`src/rtl/gpio_in_conditioner_if.sv`:
```
// Pin-side bundle of the GPIO input conditioner: raw pins, edge enables and
// clears in; debounced levels, pending flags and the interrupt line out.
interface gpio_in_conditioner_if #(
  parameter int WIDTH = 16
);
  logic [WIDTH-1:0] PIN_IN;
  logic [WIDTH-1:0] RISE_EN;
  logic [WIDTH-1:0] FALL_EN;
  logic [WIDTH-1:0] IRQ_CLR;
  logic [WIDTH-1:0] GPIOIN;
  logic [WIDTH-1:0] IRQ_PEND;
  logic             GPIOINT;

  // Driver side: the environment supplying pins and interrupt control.
  modport master (
    output PIN_IN,
    output RISE_EN,
    output FALL_EN,
    output IRQ_CLR,
    input  GPIOIN,
    input  IRQ_PEND,
    input  GPIOINT
  );

  // Conditioner side.
  modport slave (
    input  PIN_IN,
    input  RISE_EN,
    input  FALL_EN,
    input  IRQ_CLR,
    output GPIOIN,
    output IRQ_PEND,
    output GPIOINT
  );
endinterface

```
`src/rtl/gpio_in_conditioner.sv`:
```
// Two-flop synchroniser, per-bit debounce, and sticky edge-pending flags with
// a single OR-reduced interrupt line for the AHB GPIO peripheral's GPIOIN.
module gpio_in_conditioner #(
  parameter int WIDTH     = 16,
  parameter int DB_CYCLES = 4
) (
  input logic                  HCLK,
  input logic                  HRESET,
  gpio_in_conditioner_if.slave bus
);

  localparam int CNT_W = (DB_CYCLES > 1) ? $clog2(DB_CYCLES) : 1;
  localparam logic [CNT_W-1:0] CNT_MAX  = CNT_W'(DB_CYCLES - 1);
  localparam logic [CNT_W-1:0] CNT_ZERO = {CNT_W{1'b0}};
  localparam logic [CNT_W-1:0] CNT_ONE  = CNT_W'(32'd1);

  logic [WIDTH-1:0] sync1_r;
  logic [WIDTH-1:0] sync2_r;
  logic [WIDTH-1:0] gpioin_r;
  logic [WIDTH-1:0] pend_r;
  logic [CNT_W-1:0] cnt_r     [WIDTH];
  logic [CNT_W-1:0] cnt_nxt_s [WIDTH];
  logic [WIDTH-1:0] accept_s;
  logic [WIDTH-1:0] rise_s;
  logic [WIDTH-1:0] fall_s;
  logic [WIDTH-1:0] gpioin_nxt_s;
  logic [WIDTH-1:0] pend_nxt_s;

  // Per-bit debounce counters; an accept fires when a differing level has
  // been seen for DB_CYCLES consecutive synchronised cycles.
  always_comb begin
    accept_s = {WIDTH{1'b0}};
    for (int i = 0; i < WIDTH; i++) begin
      cnt_nxt_s[i] = cnt_r[i];
      if (sync2_r[i] == gpioin_r[i]) begin
        cnt_nxt_s[i] = CNT_ZERO;
      end else if (cnt_r[i] == CNT_MAX) begin
        accept_s[i]  = 1'b1;
        cnt_nxt_s[i] = CNT_ZERO;
      end else begin
        cnt_nxt_s[i] = cnt_r[i] + CNT_ONE;
      end
    end
  end

  // Edge classification and sticky pending update; a set beats a clear.
  always_comb begin
    rise_s       = accept_s & sync2_r;
    fall_s       = accept_s & ~sync2_r;
    gpioin_nxt_s = (gpioin_r & ~accept_s) | (sync2_r & accept_s);
    pend_nxt_s   = (rise_s & bus.RISE_EN) | (fall_s & bus.FALL_EN)
                 | (pend_r & ~bus.IRQ_CLR);
  end

  // State registers; reset discards any partial debounce count.
  always_ff @(posedge HCLK) begin
    if (HRESET) begin
      sync1_r  <= {WIDTH{1'b0}};
      sync2_r  <= {WIDTH{1'b0}};
      gpioin_r <= {WIDTH{1'b0}};
      pend_r   <= {WIDTH{1'b0}};
      for (int i = 0; i < WIDTH; i++) begin
        cnt_r[i] <= CNT_ZERO;
      end
    end else begin
      sync1_r  <= bus.PIN_IN;
      sync2_r  <= sync1_r;
      gpioin_r <= gpioin_nxt_s;
      pend_r   <= pend_nxt_s;
      for (int i = 0; i < WIDTH; i++) begin
        cnt_r[i] <= cnt_nxt_s[i];
      end
    end
  end

  assign bus.GPIOIN   = gpioin_r;
  assign bus.IRQ_PEND = pend_r;
  assign bus.GPIOINT  = |pend_r;

endmodule

```
`src/flat_wrapper.sv`:
```
// flat-port wrapper written by rule: the top's interface ports become plain ports
module gpio_in_conditioner_flat 
#(
  parameter int WIDTH     = 16,
  parameter int DB_CYCLES = 4
)
  (HCLK, HRESET, bus_PIN_IN, bus_RISE_EN, bus_FALL_EN, bus_IRQ_CLR, bus_GPIOIN, bus_IRQ_PEND, bus_GPIOINT);
  gpio_in_conditioner_if #(.WIDTH(WIDTH)) bus_i ();
  input logic HCLK;
  input logic HRESET;
  input wire logic [$bits(bus_i.PIN_IN)-1:0] bus_PIN_IN;
  input wire logic [$bits(bus_i.RISE_EN)-1:0] bus_RISE_EN;
  input wire logic [$bits(bus_i.FALL_EN)-1:0] bus_FALL_EN;
  input wire logic [$bits(bus_i.IRQ_CLR)-1:0] bus_IRQ_CLR;
  output wire logic [$bits(bus_i.GPIOIN)-1:0] bus_GPIOIN;
  output wire logic [$bits(bus_i.IRQ_PEND)-1:0] bus_IRQ_PEND;
  output wire logic [$bits(bus_i.GPIOINT)-1:0] bus_GPIOINT;
  assign bus_i.PIN_IN = bus_PIN_IN;
  assign bus_i.RISE_EN = bus_RISE_EN;
  assign bus_i.FALL_EN = bus_FALL_EN;
  assign bus_i.IRQ_CLR = bus_IRQ_CLR;
  assign bus_GPIOIN = bus_i.GPIOIN;
  assign bus_IRQ_PEND = bus_i.IRQ_PEND;
  assign bus_GPIOINT = bus_i.GPIOINT;
  gpio_in_conditioner #(.WIDTH(WIDTH), .DB_CYCLES(DB_CYCLES)) u_core (.HCLK(HCLK), .HRESET(HRESET), .bus(bus_i));
endmodule
```
`config.mk`:
```
export PLATFORM = sky130hd
export DESIGN_NAME = gpio_in_conditioner_flat
export DESIGN_NICKNAME = d
export VERILOG_FILES = /design/src/rtl/gpio_in_conditioner_if.sv /design/src/rtl/gpio_in_conditioner.sv /design/src/flat_wrapper.sv
export SDC_FILE = /design/constraint.sdc
export NUM_CORES = 1
export LEC_CHECK = 0
export ABC_AREA = 1
export CAP_MARGIN = 20
export CORE_MARGIN = 2
export CORE_UTILIZATION = 39
export DETAILED_ROUTE_END_ITERATION = 8
export PLACE_DENSITY = 0.66
export SLEW_MARGIN = 20
export SYNTH_ARGS = -nofsm -noshare
export SYNTH_HDL_FRONTEND = slang
export SYNTH_SLANG_ARGS = --single-unit
```
`constraint.sdc`:
```
create_clock -name HCLK -period 1.3 [get_ports HCLK]
set_clock_uncertainty 0.1 [all_clocks]
set_input_delay 0.195 -clock HCLK [delete_from_list [all_inputs] [get_ports HCLK]]
set_output_delay 0.195 -clock HCLK [all_outputs]
set_load 0.05 [all_outputs]
```
Word level (Yosys, flattened, before mapping)
Memories as Yosys holds them, arrays and structs flattened.
Index checks and enable logic that the tools add are counted.
Widths: inputs -> output; s select.
Storage, ports and cells
  input port bits: 66
  output and inout port bits: 33
  logic and storage cells: 165
  memories kept: 1
  RAM bits: 32
  register bits after elaboration: 64
Operators by class
  equality and inequality tests: 32
  reduce and logical (&&, ||, !) cells: 1
  mux-type cells: 83
  bitwise operators: 28
  add/subtract/negate cells: 16
Memory list
  u_core.cnt_r: depth 16, width 2, read ports 16, clocked after Yosys merged registers in 0, write ports 16, RTL line gpio_in_conditioner.sv:21  | logic [CNT_W-1:0] cnt_r [WIDTH];
Operator list (number)
  $and 16x16->16: 6
  $mux 2: 48
  $not 16->16: 3
  $or 16x16->16: 3
  $mux 1: 35
  $add 2x1->2 const B: 16
  $eq 2x2->1 const B: 16
  $eq 1x1->1: 16
  $or 1x1->1: 16
  $reduce_or 16->1: 1

Longest topological paths before layout
  depth in word-level cells: 7
  mapped depth: 5
  gate-level depth less buffers: 5

Least setup slack after synthesis
OpenSTA, ideal clock, no wires.
  path kind: flip-flop to output port
  start: reg u_core.pend_r[0], in the netlist u_core.bus.IRQ_PEND[0]
  end: out bus_GPIOINT
  path buffers: 0
  stages on the path, launching flop included: 5
  data required time: 1.005 ns
  arrival: 1.171 ns
  setup slack: -0.166 ns
  cells stage by stage: dfxtp_1 -> nor2_1 -> nand2_1 -> nor2_1 -> nand2_1
On the way
  word-level cells in the longest chain between the ends: 1
Ends and longest elaborated chain
  start, declared: RTL line gpio_in_conditioner.sv:20  | logic [WIDTH-1:0] pend_r;
  start signal, assigned: RTL line gpio_in_conditioner.sv:61  | pend_r <= {WIDTH{1'b0}};
  start signal, assigned: RTL line gpio_in_conditioner.sv:69  | pend_r <= pend_nxt_s;
  $reduce_or 16->1: RTL line gpio_in_conditioner.sv:78  | assign bus.GPIOINT = |pend_r;
  end, declared: RTL line flat_wrapper.sv:17  | output wire logic [$bits(bus_i.GPIOINT)-1:0] bus_GPIOINT;
No other way between the ends.

Worst setup path in the final report
  start: reg u_core.pend_r[15], in the netlist u_core.bus.IRQ_PEND[15]
  end: out bus_GPIOINT
The elaborated chain is that of the path after synthesis.

==> impl_results.md <==
- DR top layer: met4
- Met1 Wirelength: 3.504 mm
- Critical path arrival: between 1 and 1.5 ns
- Final HPWL DP: 6.098 mm
- Remaining DRCs: 0
- Drt via density: about 4.4
- Clock transition at path regs: 0.09 ns
- CP Capture Type: output port
- Ys flop type: dfxtp_1
- CTS buffer count: 9
- Synth Warn #: 0
- Setup violators final: 1
- Top-count cell post-synth: inv_1
- Min-delay src: HRESET
- Pint: 4112 uW
- Post-synthesis register bit count: 96
- Iter 0 DRT Violations: 66
- Worst VDD drop: 483.6 uV
- Port Buf Inserts: 98
- Failing checks: setup timing
- Die footprint: roughly 11000 um^2
- Final period utilization: 114.6%
- Core Region: between 9000 and 10000 um^2
- Distinct cells, synth: 17
- Std cell rows: 36
- Reg2Reg Setup Slack: ~0.16 ns
- Top cell type's share of synthesized area: 50.31%
- Area of the multi-input gates: ~1500 um^2
- Hold Path Depth: 4
- Layout cells sized above 1: 19.05%
- Syn avg cell area: 7.828 um^2
- Largest net degree at the start of global routing: 18
- Final Max Tran Viols: 0
- Outcome: finished, violations left
- Root Buffer: clkbuf_8
- Post-synth design cell area: 3820 um^2
- CTS Buffer Depth: 2
- First-pass DRT Iterations: 4
- Placed cell count: a little over 700
- CP Max Fanout: 2
- Cell count after synthesis: 488
- Cell area power density: 942.5 nW/um^2
- Seq/Total Area, Yosys: 50.31%
- Clock share of power: 35.6%
- Setup ws final: -0.1899 ns
- Die height: 103.0 um
- Reg-to-reg critical path startpoint: u_core.cnt_r[6][0]
- Worst skew pair latency: 0.35 ns
- Syn_nets: 570
- Post-synth ARST share: 0%
- Tmin final: 1.490 ns
- Slew margin rel.: 82.47%
- Via count: 3258
- Net Sw Frac: 22.25%
- Fmax: 671.2 MHz
- Initial antenna violation count: 0
- LEAKAGE: 0.002611 uW
- Slew at the pin with the worst max-slew slack: 0.2630 ns
- Most frequent cells after synthesis: inv_1, dfxtp_1, nor2_1
- WL per Instance: 10.60 um
- Vias in the first global route: about 2.9k
- Count of clock tree sinks: 96
- Power, Total: 5289 uW
- Total track usage: 15.41%
- Io pins: 99
- Fillers: 913
- Antenna Cells: 0
- Hold Buf Count CTS: 0
- Met3 routed WL: 307 um
- Final core occ: between 50% and 60%
- Aggregate routed wire length: 7.868 mm
- Pre-CTS worst setup slack: 0.04181 ns
- Worst hold endpoint: u_core.bus.IRQ_PEND[12]
- CP Data Required Time: 1.00 ns
- Post-synth EDFFs: 0
- FF-to-FF path depth: 5
- Met2 wire len: about 3.9 mm
- Area Growth Syn to Fin: 46.90%
- Top post-synthesis cells by area: dfxtp_1, inv_1, nor2_1
- Remaining antenna violation count: 0
- Initial core utilization: around two fifths
- RSZ-0062 raised after global routing: true
- Worst hold-check path type: in2reg
- Top cell type by total area after synthesis: dfxtp_1
- H-Tree Depth: 3
- CTS tree: done
- Worst Setup Start Kind: flip-flop
- Part of the power in registers: 57.1%
- Post-route insts no fill: around 740
- Nets: between 600 and 700
- Final Hold Vio Count: 0
- Max_cap viols: 0
- P_sw: 1177 uW
- First-pass GRT wire length: 12.79 mm
- Die Width: 103.0 um
- Setup CP Type: reg2out
- Hold_ws: about 0.10 ns
- Gr ovfl total: 0
- Gate power share: 7.3%
- FF-to-FF End: u_core.bus.IRQ_PEND[6]
- Flip-flop and latch area: ~2000 um^2
- Gp weighted congestion: about 0.8
==> metrics by stage <==
stage               instance area [um^2]  setup TNS (ns)
global route                        5612         -0.2809
floorplan                           3840               0
detailed placement                  5321               0
finish                              5612         -0.1899
global placement                    5321               0
CTS                                 5527         -0.2665
==> worst max-delay path: stages, from the launching register on <==
cell and delay [ns]:
dfxtp_4 0.36, nor2_2 0.08, nand2_2 0.07, nor2_4 0.12
nand2_1 0.07, buf_6 0.15
==> power groups by stage <==
stage,Combinational (uW),Clock [uW],Sequential (uW)
finish,385,1880,3020
floorplan,159,0,3090
detailed placement,388,0,3100
global route,429,2070,3030
CTS,391,1960,3030
global placement,381,0,3090
==> worst max path at each step <==
stage	from	end	slack, ns
6_report	u_core.bus.IRQ_PEND[15]	bus_GPIOINT	-0.19
2_1_floorplan	u_core.bus.IRQ_PEND[0]	bus_GPIOINT	0.008
3_5_place_dp	u_core.bus.IRQ_PEND[15]	bus_GPIOINT	0.04
5_1_grt	u_core.bus.IRQ_PEND[1]	bus_GPIOINT	-0.28
3_3_place_gp	u_core.bus.IRQ_PEND[15]	bus_GPIOINT	0.03
4_1_cts	u_core.bus.IRQ_PEND[4]	bus_GPIOINT	-0.27
==> kinds of logic after synthesis <==
| family | Yosys count | share of synthesized area, % |
|---|---|---|
| AOI/OAI and AO/OA | 34 | 4.455 |
| adders and majority gates | 16 | 5.241 |
| buffers and inverters | 117 | 12.32 |
| DFF | 96 | 50.31 |
| and+or+nand+nor | 225 | 27.68 |
==> layout by cell type (no fill, tap or decap), types with 2 or more instances in the layout <==
cell	count
ha_1	16
buf_12	32
nor2_4	10
dfxtp_2	25
nand2_2	2
clkdlybuf4s50_1	64
clkbuf_1	2
nand2_1	73
nor2_1	78
clkinvlp_4	3
o21ai_0	15
a21oi_1	18
inv_1	108
clkbuf_8	9
buf_4	11
nand3_1	20
dfxtp_4	3
dfxtp_1	68
nor2_2	4
buf_6	5
nand3b_1	2
nand4_1	28
nand3_2	8
==> layer usage <==
layer | vias up | global-route usage (%)
li1 | 1727 | -
met1 | 1464 | 19.06
met3 | 10 | 3.186
met4 | 0 | 6.073
met2 | 57 | 26.27
met5 | - | 0
==> timing repair <==
| action | CTS | global route |
|---|---|---|
| pin swaps | 1 | 6 |
| setup buffers | 1 | 3 |
| resized for setup | 3 | 27 |
| setup endpoints to repair | 1 | 14 |
==> final cells by class <==
class	instances	area share, %
sequential	96	35.01
timing repair buffer	113	25.40
tap	133	2.965
clock inverter	5	1.026
clock buffer	11	2.341
inverter	109	7.291
multi-input combinational	275	25.98
Note: power is estimated with default switching activity, not from simulation.
